**config.mk**
```make
export PLATFORM = sky130hd
export DESIGN_NAME = scan_reg_bank
export DESIGN_NICKNAME = d
export VERILOG_FILES = /design/src/rtl/scan_reg_pkg.sv /design/src/rtl/scan_reg_chain.sv /design/src/rtl/scan_reg_bank.sv
export SDC_FILE = /design/constraint.sdc
export NUM_CORES = 1
export LEC_CHECK = 0
export CAP_MARGIN = 20
export CORE_ASPECT_RATIO = 1.25
export CORE_MARGIN = 2
export CORE_UTILIZATION = 44
export DETAILED_ROUTE_END_ITERATION = 10
export PLACE_DENSITY = 0.79
export SLEW_MARGIN = 40
export SYNTH_ARGS = -nofsm -noshare
export SYNTH_HDL_FRONTEND = slang
export SYNTH_SLANG_ARGS = --single-unit
```
**constraint.sdc**
```tcl
create_clock -name CLK -period 2.34 [get_ports CLK]
set_clock_uncertainty 0.05 [all_clocks]
set_input_delay 0.468 -clock CLK [delete_from_list [all_inputs] [get_ports CLK]]
set_output_delay 0.468 -clock CLK [all_outputs]
set_load 0.03 [all_outputs]
```
**src/rtl/scan_reg_pkg.sv**
```systemverilog
// Shared types and helpers for the scannable register bank: mode encoding,
// chain-length computation and parameter legality check.
package scan_reg_pkg;

  typedef enum logic [1:0] {
    MODE_HOLD  = 2'b00,
    MODE_LOAD  = 2'b01,
    MODE_SHIFT = 2'b10
  } scan_mode_t;

  function automatic int chain_len(input int width, input int chains);
    return width / chains;
  endfunction

  function automatic bit params_ok(input int width, input int chains);
    return (chains > 0) && ((width % chains) == 0) && ((width / chains) >= 2);
  endfunction

endpackage

```
**src/rtl/scan_reg_chain.sv**
```systemverilog
// One L-bit muxed-scan chain. Shifting moves data toward bit L-1, which is
// the chain's scan-out.
module scan_reg_chain
  import scan_reg_pkg::*;
#(
  parameter int           L       = 8,
  parameter logic [L-1:0] RST_VAL = {L{1'b0}}
) (
  input  logic         CLK,
  input  logic         R,
  input  scan_mode_t   mode,
  input  logic         si,
  input  logic [L-1:0] d,
  output logic [L-1:0] q
);

  logic [L-1:0] q_r;

  // chain state: shift, functional load or hold; an unknown mode poisons the chain
  always_ff @(posedge CLK or posedge R) begin
    if (R) begin
      q_r <= RST_VAL;
    end else begin
      case (mode)
        MODE_SHIFT: q_r <= {q_r[L-2:0], si};
        MODE_LOAD:  q_r <= d;
        MODE_HOLD:  q_r <= q_r;
        default:    q_r <= {L{1'bx}};
      endcase
    end
  end

  assign q = q_r;

endmodule

```
**src/rtl/scan_reg_bank.sv**
```systemverilog
// Scannable register vector split into CHAINS equal chains, with a shift-run
// counter that flags a complete chain load and a pulse on functional capture.
module scan_reg_bank
  import scan_reg_pkg::*;
#(
  parameter int               WIDTH     = 16,
  parameter int               CHAINS    = 2,
  parameter logic [WIDTH-1:0] RESET_VAL = {WIDTH{1'b0}}
) (
  input  logic              CLK,
  input  logic              R,
  input  logic              SE,
  input  logic              E,
  input  logic [WIDTH-1:0]  D,
  input  logic [CHAINS-1:0] SI,
  output logic [WIDTH-1:0]  Q,
  output logic [CHAINS-1:0] SO,
  output logic              SHIFT_DONE,
  output logic              CAPTURED
);

  localparam int L     = chain_len(WIDTH, CHAINS);
  localparam int CNT_W = (L > 1) ? $clog2(L) : 1;
  localparam logic [CNT_W-1:0] CNT_LAST = CNT_W'(L - 1);

  if (!params_ok(WIDTH, CHAINS)) begin : g_bad_params
    $error("scan_reg_bank: WIDTH must be a multiple of CHAINS with chain length >= 2");
  end

  scan_mode_t       mode_s;
  logic [CNT_W-1:0] cnt_r;
  logic             shift_done_r;
  logic             captured_r;

  // mode decode; the ternary form lets an unknown SE propagate as an unknown mode
  always_comb begin
    mode_s = MODE_HOLD;
    mode_s = SE ? MODE_SHIFT : (E ? MODE_LOAD : MODE_HOLD);
  end

  for (genvar c = 0; c < CHAINS; c++) begin : g_chain
    scan_reg_chain #(
      .L       (L),
      .RST_VAL (RESET_VAL[c*L +: L])
    ) u_chain (
      .CLK  (CLK),
      .R    (R),
      .mode (mode_s),
      .si   (SI[c]),
      .d    (D[c*L +: L]),
      .q    (Q[c*L +: L])
    );
    assign SO[c] = Q[c*L + L - 1];
  end

  // shift-run counter and the two status pulses; any non-shift cycle restarts the run
  always_ff @(posedge CLK or posedge R) begin
    if (R) begin
      cnt_r        <= {CNT_W{1'b0}};
      shift_done_r <= 1'b0;
      captured_r   <= 1'b0;
    end else begin
      case (mode_s)
        MODE_SHIFT: begin
          captured_r <= 1'b0;
          if (cnt_r == CNT_LAST) begin
            cnt_r        <= {CNT_W{1'b0}};
            shift_done_r <= 1'b1;
          end else begin
            cnt_r        <= cnt_r + CNT_W'(1);
            shift_done_r <= 1'b0;
          end
        end
        MODE_LOAD: begin
          cnt_r        <= {CNT_W{1'b0}};
          shift_done_r <= 1'b0;
          captured_r   <= 1'b1;
        end
        MODE_HOLD: begin
          cnt_r        <= {CNT_W{1'b0}};
          shift_done_r <= 1'b0;
          captured_r   <= 1'b0;
        end
        default: begin
          cnt_r        <= {CNT_W{1'bx}};
          shift_done_r <= 1'bx;
          captured_r   <= 1'bx;
        end
      endcase
    end
  end

  assign SHIFT_DONE = shift_done_r;
  assign CAPTURED   = captured_r;

endmodule

```
# == After elaboration in Yosys (flattened, before gate mapping) ==
# Cells that the tools add are included.
# W data, S select, Z words.
# totals
regBits,21
output_inout_bits,20
inputBits,22
wordCells,21
# op_classes
eq_ne,3
addsub,1
n_reduce_logical,3
n_mux,9
# op_table
op,count
$pmux W8 S2,2
$pmux W3 S2,1
$pmux W1 S2,2
$reduce_or A2 Y1,2
$add A3 B1 Y3 const B,1
$eq A3 B3 Y1 const B,1
$mux W3,1
$eq A2 B1 Y1 const B,1
$eq A2 B2 Y1 const B,1
$logic_not A2 Y1,1
$mux W1,2
$mux W2,1

# == Logic depth before layout (Yosys ltp) ==
# depth
ltp_word,5
ltp_mapped,4
mapped_depth_nobuf,3

# == Modules after synthesis ==
# From an unflattened synthesis, not the netlist that was laid out.
# hier_totals
hier_cells,85
area_unflattened_um2,959.7
# by_module_without_submodules
module,instances,cells_per_inst,area_per_inst_um2,seq_area_each_um2
scan_reg_chain,2,35,376.6,200.2
scan_reg_bank,1,15,206.4,125.1

# == Worst setup path before layout ==
# Ideal clock, no wire load.
# synth_timing
path_kind,register to output
startpoint,reg g_chain[0].u_chain.q_r[7]
endpoint,out SO[0]
path_stages_with_launch,2
arrival_time_ns,0.720
required_ns,1.822
slack_ns,1.102
path_buffers,1
cell_sequence,dfrtp_1 > buf_4
# synth_lines
element,line,text
from (decl),scan_reg_chain.sv:17,logic [L-1:0] q_r;
from (signal assigned),scan_reg_chain.sv:25,"MODE_SHIFT: q_r <= {q_r[L-2:0], si};"
from (signal assigned),scan_reg_chain.sv:27,MODE_HOLD: q_r <= q_r;
from (signal assigned),scan_reg_chain.sv:28,default: q_r <= {L{1'bx}};
to (decl),scan_reg_bank.sv:17,"output logic [CHAINS-1:0] SO,"
# No word-level cell between the ends.

# == Worst setup path in the final report ==
# layout_timing
startpoint,reg g_chain[1].u_chain.q_r[4]
endpoint,out Q[12]
# layout_lines
element,line,text
from (decl),scan_reg_chain.sv:17,
from (signal assigned),scan_reg_chain.sv:25,
from (signal assigned),scan_reg_chain.sv:27,
from (signal assigned),scan_reg_chain.sv:28,
to (decl),scan_reg_bank.sv:16,"output logic [WIDTH-1:0] Q,"
# No word-level cell between the ends.

==> results.cfg <==
[outcome]
status = finished clean

[yosys]
syn-cell-area_um2 = 957
synth_cell_types = 16
synth_top_cell_area_share = 0.549
synth-seq-area-share = 0.549
synth_top_area_cell = dfrtp_1
synth.avg_cell_area_um2 = 11.3
ys_warn_count = 0
synthTopCellsByArea = dfrtp_1 (55%), mux2i_1 (17%), nand2_1 (6.3%)
synthCells = 85
synthesis.nets = 109
synth_seq_cells = 21

[cells_and_area]
drive_gt1_frac = 0.0403
stdcell_count = 144
antenna_cells = 0
fin_util = 0.674
layout.nets = 149
area_delta_synth_final_pct = 42.7

[timing]
hold_violations = 0
maxSlewViolCount = 0
fin_setup_tns_ps = 0
fin_crit_sh = 0.809
post-route-min-period_ps = 1890
max_slew_margin = 0.520
worst_pin_slew_ps = 715
fmax_mhz = 528
rsz0062_at_grt = no
final-setup-viol-count = 0

[floorplan]
dieArea_mm2 = 0.00257
core_area_mm2 = 0.00203
fp.dieH_um = 56.1
io_pins = 42
initial_core_util = 0.472
rows = 18
fp.dieW_um = 45.7

[critical_path]
regToRegSetupSlack_ps = 1180
crit_start = g_chain[1].u_chain.q[4]
critPathCapture = Q[12]
worstPathArrival_ps = 1380
path_buf_inv = 1
slowest_delay_ps = 680
crit_path_max_fanout = 3
r2r-end = cnt_r[2]
path_cells = clkdlybuf4s50_1
cp_top_family = buffers and inverters
rr_startpoint = cnt_r[0]
end_kind = output pin
path_class = reg2out
crit_slowest_cell = clkdlybuf4s50_1
startpoint_type = register
r2r_cells = 3
required_ps = 1820
cp.depth = 1

[global_routing]
grt_usage = 0.168
grt_max_degree = 38
grt_overflow_total = 0
antenna_found_initial = 0
first_global_vias = 762
grt_first_pass_wirelength_mm = 3.20

[min_path]
hold_path.class = reg2reg

[routing]
route.detailed.drc = 0
firstDrtPassIters = 4
drt_iter0_drc = 3
ant_nets = 0
routed_wl_mm = 1.91
num_vias = 723
vias_per_cell = 5.02
wire_per_inst_um = 13.2

[clock_tree]
cts_tree = built
htreeDepth = 1
clk_pin_slew_ps = 110
ctsHoldBuffers = 0
ctsLongestPathBuffers = 2
post-cts-setup-buffer-count = 0
post_cts_resized = 0
root_buffer = clkbuf_4
cts_made_buffers = 3
numClockSinks = 21
clk_latency_ps = 290

[job]
maxCapViolations = 0

[placed_design]
io_buffers = 41
hpwl_mm = 1.45
routabilityCongestion = 0.680
post-place-cells = 140

[power_and_ir_drop]
ir_worst_vdd_mv = 0.495
leakage_uw = 0.000627
p_per_area_mw_per_mm2 = 635
total_power_uw = 868
report_power, final:
group,switching [µW],internal [µW]
registers,27.5,401
clock network,101,66.3
logic,143,129
total,272,596
cell usage in the layout, fill, tap and decap left out, types with 2 or more instances in the layout:
| cell | count |
|---|---|
| o21ai_1 | 9 |
| clkbuf_4 | 3 |
| buf_4 | 2 |
| clkdlybuf4s50_1 | 41 |
| nand2_1 | 16 |
| o21ai_0 | 7 |
| ha_1 | 2 |
| mux2i_1 | 16 |
| and2_1 | 2 |
| dfrtp_1 | 21 |
synthesized netlist by cell type, drive strengths merged:
| master | n |
|---|---|
| nand2 | 16 |
| buf | 7 |
| clkbuf | 1 |
| inv | 1 |
| and3b | 1 |
| dfrtp | 21 |
| and2 | 2 |
| mux2i | 16 |
| nor2b | 1 |
| ha | 2 |
| o21ai | 16 |
| nor3b | 1 |
per-stage QoR:
step           setup slack, ps  hold slack [ps]  area [µm²]
2_1_floorplan             1100              364         957
3_3_place_gp               647              381        1340
3_5_place_dp               613              407        1340
4_1_cts                    433              423        1370
5_1_grt                    391              460        1370
6_report                   446              411        1370
flip-flops by register name, summed over array words and instances, names as in the netlist:
| name | flops |
|---|---|
| g_chain.u_chain.q | 16 |
| cnt_r | 3 |
| CAPTURED | 1 |
| SHIFT_DONE | 1 |
cells by family (layout without fill, tap and decap cells):
| group | count (synthesis) | in the layout | synth area share |
|---|---|---|---|
| flops | 21 | 21 | 0.549 |
| simple gates | 21 | 21 | 0.0994 |
| compound gates | 16 | 16 | 0.0837 |
| mux | 16 | 16 | 0.167 |
| buf+inv | 9 | 48 | 0.0745 |
| fa+ha+maj | 2 | 2 | 0.0261 |
final cells by class:
class / count / area (µm²)
Clock buffer: 4 / 26.3
Fill cell: 155 / 661
Inverter: 1 / 3.75
Multi-Input combinational cell: 55 / 360
Sequential cell: 21 / 526
Tap cell: 20 / 25.0
Timing Repair Buffer: 43 / 425
layer usage:
metal | track usage | share of wire
met3 | 0.0455 | 0.048
met4 | 0.0735 | 0.015
met2 | 0.272 | 0.53
met1 | 0.202 | 0.40
met5 | 0 | 0
worst min path at each step:
stage,start,depth (start not counted),to,slack [ps]
global placement,cnt_r[0],1,cnt_r[0],380
finish,cnt_r[0],1,cnt_r[0],410
floorplan,cnt_r[0],1,cnt_r[0],360
CTS,cnt_r[0],1,cnt_r[0],420
detailed placement,cnt_r[0],1,cnt_r[0],410
global route,cnt_r[0],1,cnt_r[0],460
(Power assumes the default switching activity.)
